`src/rtl/bp_be_fp_retire.sv`:
```
// rtl/bp_be_fp_retire.sv - FP pipe tag tracking, NaN-boxed writeback, sticky fflags and RAW hazard detect.
// Forwarding outputs are added when BP_FP_RETIRE_BYPASS_EN is defined.
module bp_be_fp_retire #(
  parameter int latency_p        = 4,
  parameter int data_width_p     = 64,
  parameter int reg_addr_width_p = 5
) (
  input  logic                          clk_i,
  input  logic                          reset_i,
  input  logic                          v_i,
  input  logic [reg_addr_width_p-1:0]   rd_addr_i,
  input  logic                          opr_i,
  input  logic                          rf_w_i,
  input  logic [latency_p-1:0]          kill_i,
  input  logic [data_width_p-1:0]       data_i,
  input  logic [4:0]                    fflags_i,
  output logic                          wb_v_o,
  output logic [reg_addr_width_p-1:0]   wb_rd_addr_o,
  output logic [data_width_p-1:0]       wb_data_o,
  input  logic                          csr_w_v_i,
  input  logic [4:0]                    csr_data_i,
  output logic [4:0]                    fflags_o,
  input  logic [3*reg_addr_width_p-1:0] rs_addr_i,
  output logic                          hazard_o,
  output logic                          busy_o
`ifdef BP_FP_RETIRE_BYPASS_EN
  ,output logic                         bypass_v_o
  ,output logic [data_width_p-1:0]      bypass_data_o
`endif
);

  localparam int last_lp = latency_p - 1;

  logic [latency_p-1:0]        v_q, v_d;
  logic [latency_p-1:0]        opr_q, rf_w_q;
  logic [reg_addr_width_p-1:0] rd_q [latency_p];
  logic [4:0]                  fflags_q, fflags_d;
  logic                        ret;
  logic                        fwd_last;

  // A kill drops only the valid bit; the tag fields ride along unqualified.
  assign v_d = {v_q[latency_p-2:0] & ~kill_i[latency_p-2:0], v_i};
  assign ret = v_q[last_lp] & ~kill_i[last_lp];

  always_comb begin
    fflags_d = fflags_q;
    if (csr_w_v_i)
      fflags_d = csr_data_i;
    else if (ret)
      fflags_d = fflags_q | fflags_i;
  end

  always_ff @(posedge clk_i) begin
    if (reset_i) begin
      v_q      <= '0;
      fflags_q <= '0;
    end else begin
      v_q      <= v_d;
      fflags_q <= fflags_d;
    end
  end

  always_ff @(posedge clk_i) begin
    opr_q   <= {opr_q[latency_p-2:0], opr_i};
    rf_w_q  <= {rf_w_q[latency_p-2:0], rf_w_i};
    rd_q[0] <= rd_addr_i;
    for (int k = 1; k < latency_p; k++)
      rd_q[k] <= rd_q[k-1];
  end

  assign wb_v_o       = ret & rf_w_q[last_lp];
  assign wb_rd_addr_o = rd_q[last_lp];
  assign wb_data_o    = opr_q[last_lp] ? data_i
                                       : {{(data_width_p-32){1'b1}}, data_i[31:0]};
  assign fflags_o     = fflags_q;
  assign busy_o       = |v_q;

`ifdef BP_FP_RETIRE_BYPASS_EN
  assign bypass_v_o    = wb_v_o;
  assign bypass_data_o = wb_data_o;
  assign fwd_last      = wb_v_o;
`else
  assign fwd_last      = 1'b0;
`endif

  function automatic logic rs_match(input logic [reg_addr_width_p-1:0]   a,
                                    input logic [3*reg_addr_width_p-1:0] rs);
    rs_match = 1'b0;
    for (int r = 0; r < 3; r++)
      if (rs[r*reg_addr_width_p +: reg_addr_width_p] == a)
        rs_match = 1'b1;
  endfunction

  // Conservative: stages being killed this cycle still report a hazard.
  always_comb begin
    hazard_o = v_i & rf_w_i & rs_match(rd_addr_i, rs_addr_i);
    for (int j = 0; j < latency_p; j++)
      if (v_q[j] & rf_w_q[j] & rs_match(rd_q[j], rs_addr_i) & ~((j == last_lp) & fwd_last))
        hazard_o = 1'b1;
  end

endmodule
```
`config.mk`:
```
export PLATFORM = sky130hd
export DESIGN_NAME = bp_be_fp_retire
export DESIGN_NICKNAME = d
export VERILOG_FILES = /design/src/rtl/bp_be_fp_retire.sv
export SDC_FILE = /design/constraint.sdc
export NUM_CORES = 1
export LEC_CHECK = 0
export ABC_AREA = 1
export CORE_MARGIN = 1.5
export CORE_UTILIZATION = 40
export CTS_BUF_LIST = sky130_fd_sc_hd__clkbuf_4
export DETAILED_ROUTE_END_ITERATION = 16
export PLACE_DENSITY = 0.9
export SETUP_SLACK_MARGIN = 0.2
export SKIP_LAST_GASP = 1
export SYNTH_ARGS = -nofsm -noshare
export SYNTH_HDL_FRONTEND = slang
export SYNTH_SLANG_ARGS = --single-unit
```
`constraint.sdc`:
```
create_clock -name clk_i -period 2.2 [get_ports clk_i]
set_clock_uncertainty 0.1 [all_clocks]
set_input_delay 0.44 -clock clk_i [delete_from_list [all_inputs] [get_ports clk_i]]
set_output_delay 0.44 -clock clk_i [all_outputs]
set_load 0.01 [all_outputs]
```
Word level (Yosys, flattened, before mapping)
Memories as Yosys holds them, arrays and structs flattened. Index checks and enable logic that the tools add are counted.

Output and inout port bits: 77. Word-level logic and storage cells: 60. Register bits: 17. Input bits: 104. Bits in writable memories: 20. Memories kept: 1.

Memory list: rd_q (depth 4, width 5, read ports 4, clocked after memory_dff 0, wr ports 4, RTL line 36) `logic [reg_addr_width_p-1:0] rd_q [latency_p];`.

Equality and inequality tests: 15. Multiplexer cells: 22. Bitwise logic cells: 16. Reduce and logical (&&, ||, !) cells: 2.

Operators by type and width (number): equality test 5 bit (15); 2-to-1 mux 64 bit (1); 2-to-1 mux 1 bit (19); AND 1 bit (12); 2-to-1 mux 5 bit (2); OR 5 bit (1); OR reduction 4 bit (1); AND 3 bit (1); NOT 3 bit (1); nonzero test 2 bit (1); NOT 1 bit (1).

Logic depth before layout (Yosys ltp)
Gate-level depths: netlist (run 1). An unclocked memory read counts as a cell.

Depth in word-level cells: 10. Depth in mapped cells: 11. Mapped depth without buffers: 10.

Worst setup path after synthesis (run 1)
Ideal clock, no wire load.

Path type: input -> output. From: input rs_addr_i[11]. To: output hazard_o. Arrival: 1.187 ns. Data required time: 1.660 ns. Path slack: 0.473 ns. Buffers on the path: 1. Cell stages on the path: 9. Cells stage by stage: clkbuf_2 > xor2_1 > nor2_1 > nand3_1 > nand3_1 > nand2_1 > nand2_1 > inv_1 > nand2_1.

Word-level cells in the longest chain between the ends: 7. Elaborated cells on any way between the ends: 19. Classes of those cells: eq/ne (5); mux (9); bitwise (5).

Ends and longest elaborated chain: start, declared (RTL line 23) `input logic [3*reg_addr_width_p-1:0] rs_addr_i,`; equality test 5 bit (RTL line 90) `if (rs[r*reg_addr_width_p +: reg_addr_width_p] == a)`; 2-to-1 mux 1 bit (RTL line 90); AND 1 bit, on equally long branches (RTL line 96, 98); 2-to-1 mux 1 bit (3 in a row) (RTL line 98) `if (v_q[j] & rf_w_q[j] & rs_match(rd_q[j], rs_addr_i) & ~((j == last_lp) & fwd_last))`; 2-to-1 mux 1 bit (*) (RTL line 98); end, declared (RTL line 24) `output logic hazard_o,`.

Every way passes the cells marked *; elsewhere a longest branch is shown, timed or not.

Worst setup path after layout (run 1)
From: input rs_addr_i[14]. To: output hazard_o.

Same word-level chain as after synthesis.

==> results.sh, run 1 <==
export IMPL_final_util_pct=59.27
export IMPL_antenna_found_initial=0
export IMPL_grt_max_degree=12
export IMPL_power_density_mw_per_mm2=459.2
export IMPL_final_common_cell="nand2_1"
export IMPL_critPathTopFamily="buffers and inverters"
export IMPL_num_vias=2789
export IMPL_path_clk_slew_ns=0.10
export IMPL_routed_wl_um=9420
export IMPL_finalHoldViolations=0
export IMPL_cts_tree="done"
export IMPL_die_w_um=84.07
export IMPL_first_iter_violations=142
export IMPL_slowest_stage="dlygate4sd2_1"
export IMPL_cp_start_kind="primary input"
export IMPL_cts_sinks=37
export IMPL_final_antenna_net_count=0
export IMPL_synthesis_area_mm2=0.002629
export IMPL_ir_drop_v=0.0003903
export IMPL_cp_required_ns=1.66
export IMPL_die_h_um=84.07
export IMPL_insertion_delay_ns=0.34
export IMPL_syn_to_final_growth_pct=43.17
export IMPL_grt_pass1_vias=2685
export IMPL_cap_violations=0
export IMPL_ys_seq_elements=37
export IMPL_leakagePower_uw=0.002002
export IMPL_slew_viol_final=0
export IMPL_syn_avg_cell_area_um2=6.185
export IMPL_final_cell_count_no_fill=592
export IMPL_reg2regPathDepth=3
export IMPL_boundaryPins=181
export IMPL_track_usage_pct=25.71
export IMPL_setup_viol=0
export IMPL_crit_path_frequent_cell="nand2_1"
export IMPL_holdPathEnd="rd_q[0][2]"
export IMPL_overflow=0
export IMPL_holdPathStages=1
export IMPL_relSlewSlack_pct=77.33
export IMPL_die_area_mm2=0.007067
export IMPL_end_kind="output pin"
export IMPL_gp_congestion=0.9938
export IMPL_yosysWarnings=0
export IMPL_dp_cells=581
export IMPL_drc=0
export IMPL_initial_core_util_pct=41.40
export IMPL_dp_hpwl_um=7649
export IMPL_wire_per_inst_um=15.91
export IMPL_htree_levels=2
export IMPL_critical_path_peak_fanout=4
export IMPL_path_buf_inv=4
export IMPL_via_per_inst=4.711
export IMPL_insertedDiodeCount=0
export IMPL_grt_pass1_wl_um=14010
export IMPL_max_freq_mhz=465.9
export IMPL_hold_path_class="in2reg"
export IMPL_cts_root_buf="clkbuf_4"
export IMPL_crit_arrival_ns=1.61
export IMPL_timing_rr_start="v_q[3]"
export IMPL_cts_hold_buf=0
export IMPL_worstHoldStart="rd_addr_i[2]"
export IMPL_rsz0062_at_grt="true"
export IMPL_synth_fp_nets=529
export IMPL_slowest_delay_ns=0.28
export IMPL_reg2reg_slack_ns=1.19
export IMPL_critPathKind="in2out"
export IMPL_setup_tns_ns=0
export IMPL_syn_inst=425
export IMPL_cp_cell_sequence="dlygate4sd2_1 > buf_4 > xnor2_1 > nand3_1 > nand3_1 > nand2_1 > nand2_1 > inv_1 > nand2_1 > buf_6"
export IMPL_ctsLongestPathBuffers=2
export IMPL_worstMarginPinSlew_ns=0.3390
export IMPL_cts_buffers=5
export IMPL_layout_drive_gt1_share_pct=17.86
export IMPL_io_buffers=116
export IMPL_outcome="finished, final reports clean"
export IMPL_r2r_end="fflags_o[2]"
export IMPL_layout_nets=619
export IMPL_rows=29
export IMPL_crit_start="rs_addr_i[14]"
export IMPL_coreArea_mm2=0.006350
export IMPL_post_route_min_period_ns=2.146
export IMPL_dr_pass1_iters=4
export IMPL_synthDistinctLibCells=16
export IMPL_seq_area_frac_synth_pct=28.18
export IMPL_mostFrequentLayoutCells="nand2_1 (134), inv_1 (66), clkdlybuf4s50_1 (61)"
export IMPL_fin_crit_sh_pct=97.56
## synth_stat cells
| cell type | count | share of area, % |
|---|---|---|
| nand3_1 | 26 | 4.9 |
| dfxtp_1 | 37 | 28 |
| inv_2 | 5 | 0.71 |
| a211oi_1 | 5 | 1.4 |
| buf_4 | 38 | 11 |
| clkbuf_2 | 5 | 0.95 |
| xnor2_1 | 15 | 5.0 |
| buf_6 | 1 | 0.43 |
| inv_1 | 71 | 10 |
| nor2_1 | 50 | 7.1 |
| buf_2 | 2 | 0.38 |
| nand2_1 | 135 | 19 |
| clkbuf_1 | 4 | 0.57 |
| xor2_1 | 28 | 9.3 |
| nor3_1 | 2 | 0.38 |
| nor3b_1 | 1 | 0.29 |
## worst register-to-register path: stages (launching register included)
cell and delay, ns:
dfxtp_1 0.35, buf_4 0.15, nand3_1 0.08, a211oi_1 0.24
## power by group
part / switching, µW / leakage [µW] / total [µW] / internal, µW
registers: 43.4 / 0.000314 / 745 / 702
logic: 257 / 0.00165 / 527 / 270
clock network: 224 / 0.0000410 / 456 / 231
## logic make-up after synthesis
kind of cell / share of synthesized area (%)
simple gates: 32.03
buf+inv: 24.04
xor+xnor: 14.33
flops: 28.18
compound gates: 1.428
## stage by stage
step	worst slack [ns]	area (µm²)	hold slack, ns	total power, µW
2_1_floorplan	0.4734	2629	0.2096	1056
3_3_place_gp	-0.7036	3637	0.2103	1278
3_5_place_dp	-0.7193	3637	0.2121	1287
4_1_cts	0.02633	3689	0.2344	1715
5_1_grt	-0.01334	3764	0.1718	1813
6_report	0.05369	3764	0.1698	1728
## timing repair
action,4_1_cts,5_1_grt
buffers inserted,3,1
resized for setup,72,86
endpoints found under the setup margin,35,3
pin swaps,8,21
## state kept, by name, indices dropped and copies added (netlist names)
register  flops
v_q           4
opr_q         4
rf_w_q        4
fflags_o      5
rd_q         20
## layout make-up
class / count / area (µm²)
clock buffers: 5 / 37.54
clock inverters: 2 / 35.03
fillers: 585 / 2586
inverters: 76 / 287.8
multi-input cells: 262 / 1334
flip-flops and latches: 37 / 792.0
well taps: 77 / 96.34
repair buffers: 133 / 1181
## how the worst max path moves through the flow
stage	end	slack, ns	cells after the start
after floorplan	hazard_o	0.47	9
after global placement	hazard_o	-0.70	12
after detailed placement	hazard_o	-0.72	12
after CTS	hazard_o	0.03	12
after global routing	hazard_o	-0.01	11
final	hazard_o	0.05	10
## routing by layer
metal | global-route usage (%) | part of all wire [%] | vias up
li1 | - | - | 1380
met1 | 31.94 | 41 | 1264
met2 | 41.89 | 47 | 125
met3 | 8.506 | 10 | 20
met4 | 8.197 | 2.2 | 0
met5 | 0 | 0 | -
Note: power is estimated with default switching activity, not from simulation.
==> inputs of run 2 (changes only) <==
--- a/config.mk
+++ b/config.mk
@@ -11,6 +11,7 @@
 export CTS_BUF_LIST = sky130_fd_sc_hd__clkbuf_4
 export DETAILED_ROUTE_END_ITERATION = 16
 export PLACE_DENSITY = 0.9
+export RECOVER_POWER = 50
 export SETUP_SLACK_MARGIN = 0.2
 export SKIP_LAST_GASP = 1
 export SYNTH_ARGS = -nofsm -noshare
==> results.sh, run 2 (same netlist as run 1, synthesis figures left out) <==
export IMPL_crit_start="rs_addr_i[14]"
export IMPL_final_cell_count_no_fill=592
export IMPL_cts_buffers=5
export IMPL_cts_hold_buf=0
export IMPL_dp_hpwl_um=7649
export IMPL_coreArea_mm2=0.006350
export IMPL_setup_viol=0
export IMPL_netSwitchingFraction_pct=30.38
export IMPL_relSlewSlack_pct=77.33
export IMPL_routed_wl_um=9429
export IMPL_seq_power_share_pct=43.2
export IMPL_num_vias=2784
export IMPL_p_switching_uw=524.5
export IMPL_final_common_cell="nand2_1"
export IMPL_p_int_uw=1202
export IMPL_htree_levels=2
export IMPL_mostFrequentLayoutCells="nand2_1 (134), inv_1 (66), clkdlybuf4s50_1 (59)"
export IMPL_max_freq_mhz=466.4
export IMPL_path_clk_slew_ns=0.11
export IMPL_seq_area_um2=792.0
export IMPL_slew_viol_final=0
export IMPL_grt_pass1_vias=2685
export IMPL_cp_required_ns=1.66
export IMPL_critPathKind="in2out"
export IMPL_critPathTopFamily="buffers and inverters"
export IMPL_rows=29
export IMPL_wire_per_inst_um=15.93
export IMPL_layout_drive_gt1_share_pct=17.28
export IMPL_finalHoldViolations=0
export IMPL_timing_rr_start="v_q[3]"
export IMPL_largest_reg_flops=20
export IMPL_fin_crit_sh_pct=97.46
export IMPL_rsz0062_at_grt="true"
export IMPL_multi_input_area_mm2=0.001334
export IMPL_cts_root_buf="clkbuf_4"
export IMPL_leakagePower_uw=0.001994
export IMPL_cp_cell_sequence="dlygate4sd2_1 > buf_4 > xnor2_1 > nand3_1 > nand3_1 > nand2_1 > nand2_1 > inv_1 > nand2_1 > buf_6"
export IMPL_track_usage_pct=25.71
export IMPL_grt_pass1_wl_um=14010
export IMPL_dp_cells=581
export IMPL_pre_cts_slack_ns=-0.7193
export IMPL_critical_path_peak_fanout=4
export IMPL_slowest_delay_ns=0.28
export IMPL_worstMarginPinSlew_ns=0.3390
export IMPL_setup_tns_ns=0
export IMPL_antenna_found_initial=0
export IMPL_via_per_inst=4.703
export IMPL_filler_cell_count=587
export IMPL_boundaryPins=181
export IMPL_cts_sinks=37
export IMPL_power_density_mw_per_mm2=459.1
export IMPL_insertedDiodeCount=0
export IMPL_layout_nets=619
export IMPL_gp_congestion=0.9938
export IMPL_worstHoldStart="rd_addr_i[0]"
export IMPL_cap_violations=0
export IMPL_cts_tree="done"
export IMPL_grt_max_degree=12
export IMPL_path_buf_inv=4
export IMPL_drc=0
export IMPL_slowest_stage="dlygate4sd2_1"
export IMPL_fin_ws_ns=0.05596
export IMPL_finalPower_uw=1726
export IMPL_hold_path_class="in2reg"
export IMPL_post_route_min_period_ns=2.144
export IMPL_die_area_mm2=0.007067
export IMPL_syn_to_final_growth_pct=43.03
export IMPL_crit_path_frequent_cell="nand2_1"
export IMPL_dr_pass1_iters=4
export IMPL_die_h_um=84.07
export IMPL_end_kind="output pin"
export IMPL_cp_start_kind="primary input"
export IMPL_first_iter_violations=141
export IMPL_ctsLongestPathBuffers=2
export IMPL_p_clk_share_pct=26.4
export IMPL_regMostFlops="rd_q"
export IMPL_ir_drop_v=0.0003906
export IMPL_io_buffers=116
export IMPL_initial_core_util_pct=41.40
export IMPL_die_w_um=84.07
export IMPL_final_antenna_net_count=0
export IMPL_overflow=0
export IMPL_insertion_delay_ns=0.34
export IMPL_crit_arrival_ns=1.60
export IMPL_outcome="finished, final reports clean"
export IMPL_p_comb_share_pct=30.4
[run 2: cell count changes in the layout (fill, tap and decap cells not counted), sizes merged]
cell / before / now
dlygate4sd3: 0 / 2
clkdlybuf4s50: 61 / 59
[run 2: area by class of cell]
type	instances	share of cell area, %
Tap cell	77	2.562
Clock buffer	5	0.9983
Clock inverter	2	0.9318
Sequential cell	37	21.06
Inverter	76	7.654
Timing Repair Buffer	133	31.31
Multi-Input combinational cell	262	35.47
[run 2: metal layers]
metal | part of all wire [%] | global-route usage [%] | vias to the layer above
met5 | 0 | 0 | -
met3 | 10 | 8.506 | 20
met1 | 41 | 31.94 | 1254
li1 | - | - | 1379
met2 | 47 | 41.89 | 131
met4 | 2.2 | 8.197 | 0
[run 2: path summary, 6_finish.rpt]
kind / to / slack [ns] / cells past startpoint
min: rd_q[0][0] / 0.19 / 1
min reg2reg: opr_q[3] / 0.23 / 0
max: hazard_o / 0.06 / 10
max reg2reg: fflags_o[2] / 1.19 / 3
[run 2: power groups by stage]
stage / clock network, µW / logic [µW] / registers, µW
2_1_floorplan: 0 / 301 / 755
3_3_place_gp: 0 / 517 / 761
3_5_place_dp: 0 / 523 / 764
4_1_cts: 467 / 503 / 746
5_1_grt: 491 / 571 / 750
6_report: 456 / 525 / 745
[run 2: what timing repair did]
action                     CTS  global route
pin swaps                    8            21
buffers inserted             3             1
setup endpoints to repair   35             3
gates resized for setup     72            86
[run 2: per-stage QoR]
stage               hold WS, ns  utilization, %  instance area (µm²)
finish                   0.1906           59.21                 3760
global route             0.1750           59.21                 3760
CTS                      0.2344           58.09                 3689
detailed placement       0.2121           57.28                 3637
global placement         0.2103           57.28                 3637
floorplan                0.2096               -                 2629
==> inputs of run 3 (changes only) <==
--- a/config.mk
+++ b/config.mk
@@ -17,3 +17,4 @@
 export SYNTH_ARGS = -nofsm -noshare
 export SYNTH_HDL_FRONTEND = slang
 export SYNTH_SLANG_ARGS = --single-unit
+export TNS_END_PERCENT = 5
==> constraint.sdc (replaced) <==
create_clock -name clk_i -period 2.6 [get_ports clk_i]
set_clock_uncertainty 0.1 [all_clocks]
set_input_delay 0.52 -clock clk_i [delete_from_list [all_inputs] [get_ports clk_i]]
set_output_delay 0.52 -clock clk_i [all_outputs]
set_load 0.01 [all_outputs]
==> results.sh, run 3 (same netlist as run 1, synthesis figures left out) <==
export IMPL_outcome="finished, final reports clean"
export IMPL_mostFrequentLayoutCells="nand2_1 (134), clkdlybuf4s50_1 (92), inv_1 (71)"
export IMPL_largest_reg_flops=20
export IMPL_insertedDiodeCount=0
export IMPL_finalHoldViolations=0
export IMPL_setup_viol=0
export IMPL_leakagePower_uw=0.001964
export IMPL_slowest_stage="dlygate4sd2_1"
export IMPL_insertion_delay_ns=0.36
export IMPL_overflow=0
export IMPL_coreArea_mm2=0.006350
export IMPL_via_per_inst=4.523
export IMPL_path_buf_inv=4
export IMPL_htree_levels=2
export IMPL_rows=29
export IMPL_routed_wl_um=9107
export IMPL_worstMarginPinSlew_ns=0.3457
export IMPL_ctsLongestPathBuffers=2
export IMPL_critical_path_peak_fanout=4
export IMPL_layout_drive_gt1_share_pct=8.235
export IMPL_final_common_cell="nand2_1"
export IMPL_slew_viol_final=0
export IMPL_final_cell_count_no_fill=587
export IMPL_fin_crit_sh_pct=91.72
export IMPL_cts_sinks=37
export IMPL_filler_cell_count=580
export IMPL_boundaryPins=181
export IMPL_final_util_pct=57.52
export IMPL_first_iter_violations=80
export IMPL_crit_arrival_ns=1.76
export IMPL_rsz0062_at_grt="true"
export IMPL_setup_tns_ns=0
export IMPL_initial_core_util_pct=41.40
export IMPL_die_h_um=84.07
export IMPL_critPathTopFamily="buffers and inverters"
export IMPL_path_clk_slew_ns=0.13
export IMPL_grt_pass1_vias=2644
export IMPL_end_kind="output pin"
export IMPL_grt_pass1_wl_um=13900
export IMPL_cts_buffers=5
export IMPL_layout_nets=613
export IMPL_ir_drop_v=0.0003708
export IMPL_io_buffers=116
export IMPL_cts_root_buf="clkbuf_4"
export IMPL_cp_required_ns=1.98
export IMPL_hold_path_class="reg2reg"
export IMPL_final_cell_area_mm2=0.003652
export IMPL_die_w_um=84.07
export IMPL_track_usage_pct=25.67
export IMPL_max_freq_mhz=419.3
export IMPL_drc=0
export IMPL_dr_pass1_iters=4
export IMPL_syn_to_final_growth_pct=38.93
export IMPL_cp_start_kind="primary input"
export IMPL_power_density_mw_per_mm2=382.0
export IMPL_wire_per_inst_um=15.51
export IMPL_cts_tree="done"
export IMPL_regMostFlops="rd_q"
export IMPL_die_area_mm2=0.007067
export IMPL_antenna_found_initial=0
export IMPL_dp_cells=579
export IMPL_slowest_delay_ns=0.26
export IMPL_final_antenna_net_count=0
export IMPL_gp_congestion=0.9395
export IMPL_relSlewSlack_pct=76.88
export IMPL_num_vias=2655
export IMPL_cap_violations=0
export IMPL_finalPower_uw=1395
export IMPL_grt_max_degree=33
export IMPL_cp_cell_sequence="dlygate4sd2_1 > buf_4 > xor2_1 > nor2_1 > nand3_1 > nand3_1 > nand2_1 > nand2_1 > inv_1 > nand2_2 > buf_6"
export IMPL_placed_area_mm2=0.003622
export IMPL_post_route_min_period_ns=2.385
export IMPL_dp_hpwl_um=7710
export IMPL_critPathKind="in2out"
-- run 3: cell count changes in the layout (fill, tap and decap cells not counted), moves of 3 or more --
| cell | previous run | this run |
|---|---|---|
| dlygate4sd2_1 | 37 | 10 |
| clkbuf_2 | 14 | 10 |
| buf_6 | 7 | 3 |
| buf_4 | 11 | 8 |
| nor2_2 | 15 | 3 |
| inv_2 | 9 | 5 |
| dfxtp_1 | 18 | 35 |
| dfxtp_4 | 11 | 0 |
| inv_1 | 66 | 71 |
| dfxtp_2 | 8 | 2 |
| nor2_1 | 35 | 47 |
| clkdlybuf4s50_1 | 59 | 92 |
-- run 3: metal layers --
layer	vias to the layer above	share of wire [%]	global-route usage, %
li1	1365	-	-
met1	1165	42	33.68
met2	106	45	41.02
met3	19	10	7.221
met4	0	2.0	7.303
met5	-	0	0
-- run 3: final timing paths --
path | cells after the start | end | slack [ns] | start
max | 11 | hazard_o | 0.22 | rs_addr_i[3]
min | 0 | opr_q[1] | 0.25 | opr_q[0]
max reg2reg | 2 | fflags_o[2] | 1.61 | v_q[3]
min reg2reg | 0 | opr_q[1] | 0.25 | opr_q[0]
-- run 3: what timing repair did --
item                                    4_1_cts  5_1_grt
endpoints found under the setup margin        1        5
hold endpoints to repair                      0        0
buffers inserted                              0        0
hold buffers                                  0        0
pin swaps                                     6        1
resized for setup                            29       31
-- run 3: through the flow --
step                hold WS (ns)  worst slack [ns]
global placement          0.2127           -0.4850
finish                    0.2456            0.2152
detailed placement        0.2178           -0.4903
floorplan                 0.2096            0.7134
global route              0.2512            0.1468
CTS                       0.2472            0.2094
-- run 3: power by group --
part	switching, µW	internal, µW	leakage [µW]
Clock	213	107	0.0000352
Combinational	210	235	0.00162
Sequential	32.7	598	0.000310
Total	456	939	0.00196
-- run 3: final cells by class --
| class | instances | area (µm²) | share of cell area, % |
|---|---|---|---|
| clock inverters | 3 | 22.52 | 0.6167 |
| clock buffers | 5 | 37.54 | 1.028 |
| well taps | 77 | 96.34 | 2.638 |
| repair buffers | 127 | 1186 | 32.48 |
| flip-flops and latches | 37 | 743.2 | 20.35 |
| multi-input cells | 262 | 1281 | 35.08 |
| inverters | 76 | 285.3 | 7.811 |
